`src/rtl/return_address_stack_pkg.sv`:
```
// Shared constants and state encoding for the call/return address stack.
// The control unit and the bench read the state enum from here.
package return_address_stack_pkg;

    localparam int PC_W       = 12;
    localparam int RAS_ADDR_W = PC_W;
    localparam int RAS_DEPTH  = 8;
    localparam int CNT_W      = $clog2(RAS_DEPTH) + 1;

    typedef enum logic [1:0] {
        RAS_EMPTY,
        RAS_PARTIAL,
        RAS_FULL,
        RAS_FAULT
    } ras_state_e;

endpackage

```
`src/rtl/return_address_stack_storage.sv`:
```
// Return-address register array with one synchronous write port and one
// asynchronous read port. Contents are not reset.
module ras_storage #(
    parameter int ADDR_W = 12,
    parameter int DEPTH  = 8
) (
    input  logic                     clk,
    input  logic                     we,
    input  logic [$clog2(DEPTH)-1:0] waddr,
    input  logic [ADDR_W-1:0]        wdata,
    input  logic [$clog2(DEPTH)-1:0] raddr,
    output logic [ADDR_W-1:0]        rdata
);

    logic [ADDR_W-1:0] mem [DEPTH];

    always_ff @(posedge clk) begin
        if (we) begin
            mem[waddr] <= wdata;
        end
    end

    assign rdata = mem[raddr];

endmodule

```
`src/rtl/return_address_stack.sv`:
```
// Call/return stack: pointer, occupancy flags and sticky fault flags around
// a register array. top_out is combinational so pop and pc-load share an edge.
//
// state       | meaning
// RAS_EMPTY   | count == 0, no fault recorded
// RAS_PARTIAL | 0 < count < DEPTH, no fault recorded
// RAS_FULL    | count == DEPTH, no fault recorded
// RAS_FAULT   | overflow or underflow seen since last rst/clear
module return_address_stack
    import return_address_stack_pkg::*;
#(
    parameter int ADDR_W = RAS_ADDR_W,
    parameter int DEPTH  = RAS_DEPTH
) (
    input  logic                       clk,
    input  logic                       rst,
    input  logic                       push,
    input  logic                       pop,
    input  logic                       clear,
    input  logic [ADDR_W-1:0]          push_data,
    output logic [ADDR_W-1:0]          top_out,
    output logic [$clog2(DEPTH):0]     count,
    output logic                       empty,
    output logic                       full,
    output logic                       overflow,
    output logic                       underflow,
    output logic                       fault
);

    localparam int IDX_W = $clog2(DEPTH);
    localparam int CW    = IDX_W + 1;

    logic [CW-1:0]     count_r;
    logic              overflow_r;
    logic              underflow_r;
    logic              is_empty;
    logic              is_full;
    logic [IDX_W-1:0]  top_idx;
    logic              we;
    logic [IDX_W-1:0]  waddr;
    logic [ADDR_W-1:0] rdata;

    assign is_empty = (count_r == '0);
    assign is_full  = (count_r == CW'(DEPTH));
    // Wraps to DEPTH-1 when empty; the read is masked off in that case.
    assign top_idx  = count_r[IDX_W-1:0] - IDX_W'(1);

    always_comb begin
        we    = 1'b0;
        waddr = count_r[IDX_W-1:0];
        if (!rst && !clear) begin
            if (push && pop && !is_empty) begin
                we    = 1'b1;
                waddr = top_idx;
            end else if (push && !is_full) begin
                we    = 1'b1;
                waddr = count_r[IDX_W-1:0];
            end
        end
    end

    ras_storage #(
        .ADDR_W (ADDR_W),
        .DEPTH  (DEPTH)
    ) u_storage (
        .clk   (clk),
        .we    (we),
        .waddr (waddr),
        .wdata (push_data),
        .raddr (top_idx),
        .rdata (rdata)
    );

    always_ff @(posedge clk) begin
        if (rst || clear) begin
            count_r     <= '0;
            overflow_r  <= 1'b0;
            underflow_r <= 1'b0;
        end else if (push && pop) begin
            // Replace-top keeps count; from empty it behaves as a plain push.
            if (is_empty) begin
                count_r <= CW'(1);
            end
        end else if (push) begin
            if (is_full) begin
                overflow_r <= 1'b1;
            end else begin
                count_r <= count_r + CW'(1);
            end
        end else if (pop) begin
            if (is_empty) begin
                underflow_r <= 1'b1;
            end else begin
                count_r <= count_r - CW'(1);
            end
        end
    end

    assign top_out   = is_empty ? '0 : rdata;
    assign count     = count_r;
    assign empty     = is_empty;
    assign full      = is_full;
    assign overflow  = overflow_r;
    assign underflow = underflow_r;
    assign fault     = overflow_r | underflow_r;

endmodule

```
`config.mk`:
```
export PLATFORM = sky130hd
export DESIGN_NAME = return_address_stack
export DESIGN_NICKNAME = d
export VERILOG_FILES = /design/src/rtl/return_address_stack_pkg.sv /design/src/rtl/return_address_stack_storage.sv /design/src/rtl/return_address_stack.sv
export SDC_FILE = /design/constraint.sdc
export NUM_CORES = 1
export LEC_CHECK = 0
export BUFFER_PORTS_ARGS = -buffer_cell sky130_fd_sc_hd__buf_2
export CELL_PAD_IN_SITES_DETAIL_PLACEMENT = 0
export CELL_PAD_IN_SITES_GLOBAL_PLACEMENT = 2
export CORE_UTILIZATION = 39
export DETAILED_ROUTE_END_ITERATION = 16
export GPL_TIMING_DRIVEN = 0
export PLACE_DENSITY_LB_ADDON = 0.15
export REMOVE_ABC_BUFFERS = 1
export SYNTH_ARGS = -nofsm -noshare
export SYNTH_HDL_FRONTEND = slang
export SYNTH_SLANG_ARGS = --single-unit
```
`constraint.sdc`:
```
create_clock -name clk -period 2.6 [get_ports clk]
set_input_delay 0.52 -clock clk [delete_from_list [all_inputs] [get_ports clk]]
set_output_delay 0.52 -clock clk [all_outputs]
set_load 0.005 [all_outputs]
```
==> impl_metrics.prom <==
# TYPE chip_impl_metric gauge
chip_impl_info{name="mostFrequentLayoutCell",value="sky130_fd_sc_hd__edfxtp_1"} 1
chip_impl_info{name="maxUsedRoutingLayer",value="met4"} 1
chip_impl_metric{name="grt_antenna_before_repair",unit=""} 0
chip_impl_metric{name="maxCapViolCount",unit=""} 0
chip_impl_metric{name="finalHoldWorstSlack",unit="ns"} 0.418
chip_impl_metric{name="met2_wirelength",unit="mm"} 4.89
chip_impl_metric{name="min_period",unit="ns"} 2.65
chip_impl_metric{name="routed_wirelength",unit="mm"} 9.81
chip_impl_info{name="end_kind",value="output port"} 1
chip_impl_metric{name="max-vdd-ir-drop",unit="V"} 0.000336
chip_impl_metric{name="clkSinkCount",unit=""} 102
chip_impl_metric{name="synth.avg_cell_area",unit="um^2"} 16.5
chip_impl_metric{name="flow.area_growth_from_synthesis",unit="%"} 17.9
chip_impl_metric{name="period_share",unit="%"} 102
chip_impl_metric{name="power_density",unit="mW/mm^2"} 618
chip_impl_info{name="final_cell_mix",value="sky130_fd_sc_hd__edfxtp_1 (96), sky130_fd_sc_hd__buf_2 (37), sky130_fd_sc_hd__mux4_2 (25), sky130_fd_sc_hd__o21ai_0 (25), sky130_fd_sc_hd__nand2_1 (15)"} 1
chip_impl_metric{name="syn-instance-count",unit=""} 265
chip_impl_metric{name="timing.critical_path.arrival",unit="ns"} 2.13
chip_impl_metric{name="fill_cells",unit=""} 931
chip_impl_metric{name="post_synth_num_cell_types",unit=""} 42
chip_impl_metric{name="die_height",unit="um"} 108
chip_impl_metric{name="fmax",unit="MHz"} 377
chip_impl_info{name="failed_checks",value="setup timing"} 1
chip_impl_metric{name="critical_path_required",unit="ns"} 2.08
chip_impl_metric{name="number_of_levels_in_the_clock_h_tree",unit=""} 3
chip_impl_metric{name="wl_met1",unit="mm"} 4.30
chip_impl_info{name="cts_root_buffer",value="sky130_fd_sc_hd__clkbuf_8"} 1
chip_impl_metric{name="report.final.hold_viol_count",unit=""} 0
chip_impl_metric{name="rows",unit=""} 38
chip_impl_metric{name="diodes",unit=""} 0
chip_impl_info{name="status",value="finished, violations left"} 1
chip_impl_metric{name="dr_total_vias",unit=""} 2493
chip_impl_metric{name="die_w",unit="um"} 108
chip_impl_metric{name="static-leakage-power",unit="nW"} 1.70
chip_impl_metric{name="port_buffer_cells",unit=""} 37
chip_impl_metric{name="report.power.total",unit="W"} 0.00318
chip_impl_info{name="clock_tree_from_tritoncts",value="built"} 1
chip_impl_metric{name="groute.usage.overall",unit="%"} 18.3
chip_impl_info{name="unrepaired_setup_endpoints_after_global_routing",value="yes"} 1
chip_impl_metric{name="fin_worst_skew",unit="ns"} 0.0171
chip_impl_metric{name="initial_utilization",unit="%"} 40.1
chip_impl_metric{name="cts_buffers",unit=""} 9
chip_impl_metric{name="detail_route.drc_violations",unit=""} 0
chip_impl_metric{name="first_pass_iters",unit=""} 5
chip_impl_metric{name="largest_net_degree_at_the_start_of_global_routing",unit=""} 20
chip_impl_metric{name="half_perimeter_wire_length_of_the_detailed_placement_result",unit="mm"} 5.34
chip_impl_metric{name="ys_async_sr_fraction",unit="%"} 0
chip_impl_metric{name="synth.yosys.warnings",unit=""} 0
chip_impl_metric{name="globalplace.congestion",unit=""} 0.713
chip_impl_metric{name="post_route_cells_drive_above_1_share",unit="%"} 37.1
chip_impl_metric{name="worstPathMaxFanout",unit=""} 6
chip_impl_metric{name="drv_slew",unit=""} 0
chip_impl_metric{name="synth.yosys.seq_area_share",unit="%"} 68.7
chip_impl_metric{name="netlist_area",unit="mm^2"} 0.00437
chip_impl_info{name="synth_ff_type",value="sky130_fd_sc_hd__edfxtp_1"} 1
chip_impl_info{name="synth_area_leaders",value="sky130_fd_sc_hd__edfxtp_1 (66%), sky130_fd_sc_hd__mux4_2 (13%), sky130_fd_sc_hd__o21ai_0 (3.0%)"} 1
chip_impl_metric{name="worst_pin_slew",unit="ns"} 0.567
chip_impl_info{name="hold_path_class",value="in2reg"} 1
chip_impl_metric{name="core_area",unit="mm^2"} 0.0109
chip_impl_info{name="critPathLaunchType",value="register"} 1
chip_impl_metric{name="stdcell_count",unit=""} 458
chip_impl_metric{name="drt.antenna.violating_nets",unit=""} 0
chip_impl_metric{name="vias_in_the_first_global_route",unit=""} 2448
chip_impl_metric{name="report.final.setup_viol",unit=""} 3
chip_impl_metric{name="insertion_delay",unit="ns"} 0.37
chip_impl_metric{name="timing.slew.headroom",unit="%"} 62.0
chip_impl_metric{name="grt_overflow_total",unit=""} 0
chip_impl_metric{name="grt_pass1_wl",unit="mm"} 14.6
chip_impl_info{name="critical_path_class",value="reg2out"} 1
chip_impl_metric{name="clk_transition_reported_paths",unit="ns"} 0.11
chip_impl_metric{name="nets",unit=""} 335
chip_impl_metric{name="drtIter0Drc",unit=""} 173
chip_impl_metric{name="route.met3.wl",unit="um"} 500
chip_impl_metric{name="pin_count",unit=""} 38
chip_impl_metric{name="via_per_inst",unit=""} 5.44
chip_impl_metric{name="synth_enable_flop_cells",unit=""} 96
chip_impl_metric{name="routedWlPerCell",unit="um"} 21.4
chip_impl_metric{name="full_die_area",unit="mm^2"} 0.0116
chip_impl_metric{name="synth_seq_cells",unit=""} 102
chip_impl_metric{name="synth_top_area_share",unit="%"} 66.0
chip_impl_metric{name="placedCellCount",unit=""} 426
chip_impl_info{name="synth_area_leader_cell",value="sky130_fd_sc_hd__edfxtp_1"} 1
chip_impl_metric{name="clockBufferDepth",unit=""} 2
chip_impl_metric{name="setup_ws",unit="ns"} -0.0500
## where the power goes
part           internal (W)  switching (W)  total (W)
clock network      0.000363       0.000573   0.000936
registers           0.00181      0.0000106    0.00182
logic              0.000197       0.000229   0.000426
total               0.00237       0.000813    0.00318
## cells by family after synthesis
group	Yosys count	share of synthesized area, %
mux	27	13.3
simple gates	54	6.27
fa+ha+maj	4	1.32
xor+xnor	3	0.601
compound gates	51	7.01
flops	102	68.7
buf+inv	24	2.75
## timing repair
action / CTS / global route
gates resized for setup: 27 / 3
hold buffers: 0 / 0
pin swaps: 3 / 4
endpoints found under the setup margin: 110 / 107
setup buffers: 12 / 5
## synthesized netlist by cell type (2+ instances only)
cell and instances:
sky130_fd_sc_hd__a31oi_1 4, sky130_fd_sc_hd__nand2_1 15, sky130_fd_sc_hd__nor3_1 10, sky130_fd_sc_hd__o21ai_1 3, sky130_fd_sc_hd__dfxtp_1 6, sky130_fd_sc_hd__buf_4 3, sky130_fd_sc_hd__nor2_1 15, sky130_fd_sc_hd__inv_1 7
sky130_fd_sc_hd__a21oi_1 5, sky130_fd_sc_hd__edfxtp_1 96, sky130_fd_sc_hd__mux4_2 25, sky130_fd_sc_hd__o21ai_0 26, sky130_fd_sc_hd__ha_1 3, sky130_fd_sc_hd__a211oi_1 3, sky130_fd_sc_hd__a32oi_1 2, sky130_fd_sc_hd__nand2b_1 3
sky130_fd_sc_hd__buf_2 9, sky130_fd_sc_hd__mux2i_1 2, sky130_fd_sc_hd__xnor2_1 2, sky130_fd_sc_hd__clkbuf_1 4
## critical path: stages, from the launching register on
cell	delay, ns
sky130_fd_sc_hd__dfxtp_4	0.39
sky130_fd_sc_hd__clkinvlp_4	0.12
sky130_fd_sc_hd__ha_4	0.34
sky130_fd_sc_hd__mux4_2	0.31
sky130_fd_sc_hd__a22o_1	0.22
sky130_fd_sc_hd__a221o_1	0.25
sky130_fd_sc_hd__buf_2	0.13
## stage by stage
step                cell area, um^2  util, %  TNS, ns  worst slack (ns)
floorplan                      4280        -  -143.95             -1.60
global placement               4640     42.6  -331.96             -3.37
detailed placement             4670     42.9  -141.78             -1.63
CTS                            5080     46.7   -0.176           -0.0679
global route                   5150     47.3    -1.42            -0.152
finish                         5150     47.3  -0.0684           -0.0500
## metal layers
metal / vias up / GRT usage [%]
met2: 71 / 29.7
met1: 1263 / 24.9
met5: - / 0
met4: 0 / 5.58
met3: 8 / 3.57
li1: 1151 / -
## final timing paths
| path | startpoint | end | slack [ns] | cells after the start |
|---|---|---|---|---|
| worst max-delay path | count[0] | top_out[10] | -0.05 | 6 |
| worst min-delay path | push_data[0] | u_storage.mem[0][0] | 0.42 | 1 |
| worst max register to register | count[0] | u_storage.mem[7][6] | 0.11 | 9 |
| worst min register to register | underflow | underflow | 0.53 | 2 |
## area by class of cell
type                       count  area (um^2)  area share (%)
clock buffer                   9          124            2.40
timing repair buffer          55          399            7.75
clock inverter                 6         58.8            1.14
sequential                   102         3010            58.5
inverter                       7         30.0           0.583
multi-input combinational    139         1350            26.3
tap                          140          175            3.40
## flip-flops by register name (all words and copies together) (netlist names)
signal,flops
underflow,1
u_storage.mem,96
count,4
overflow,1
Power figures use the tool's default switching activity.
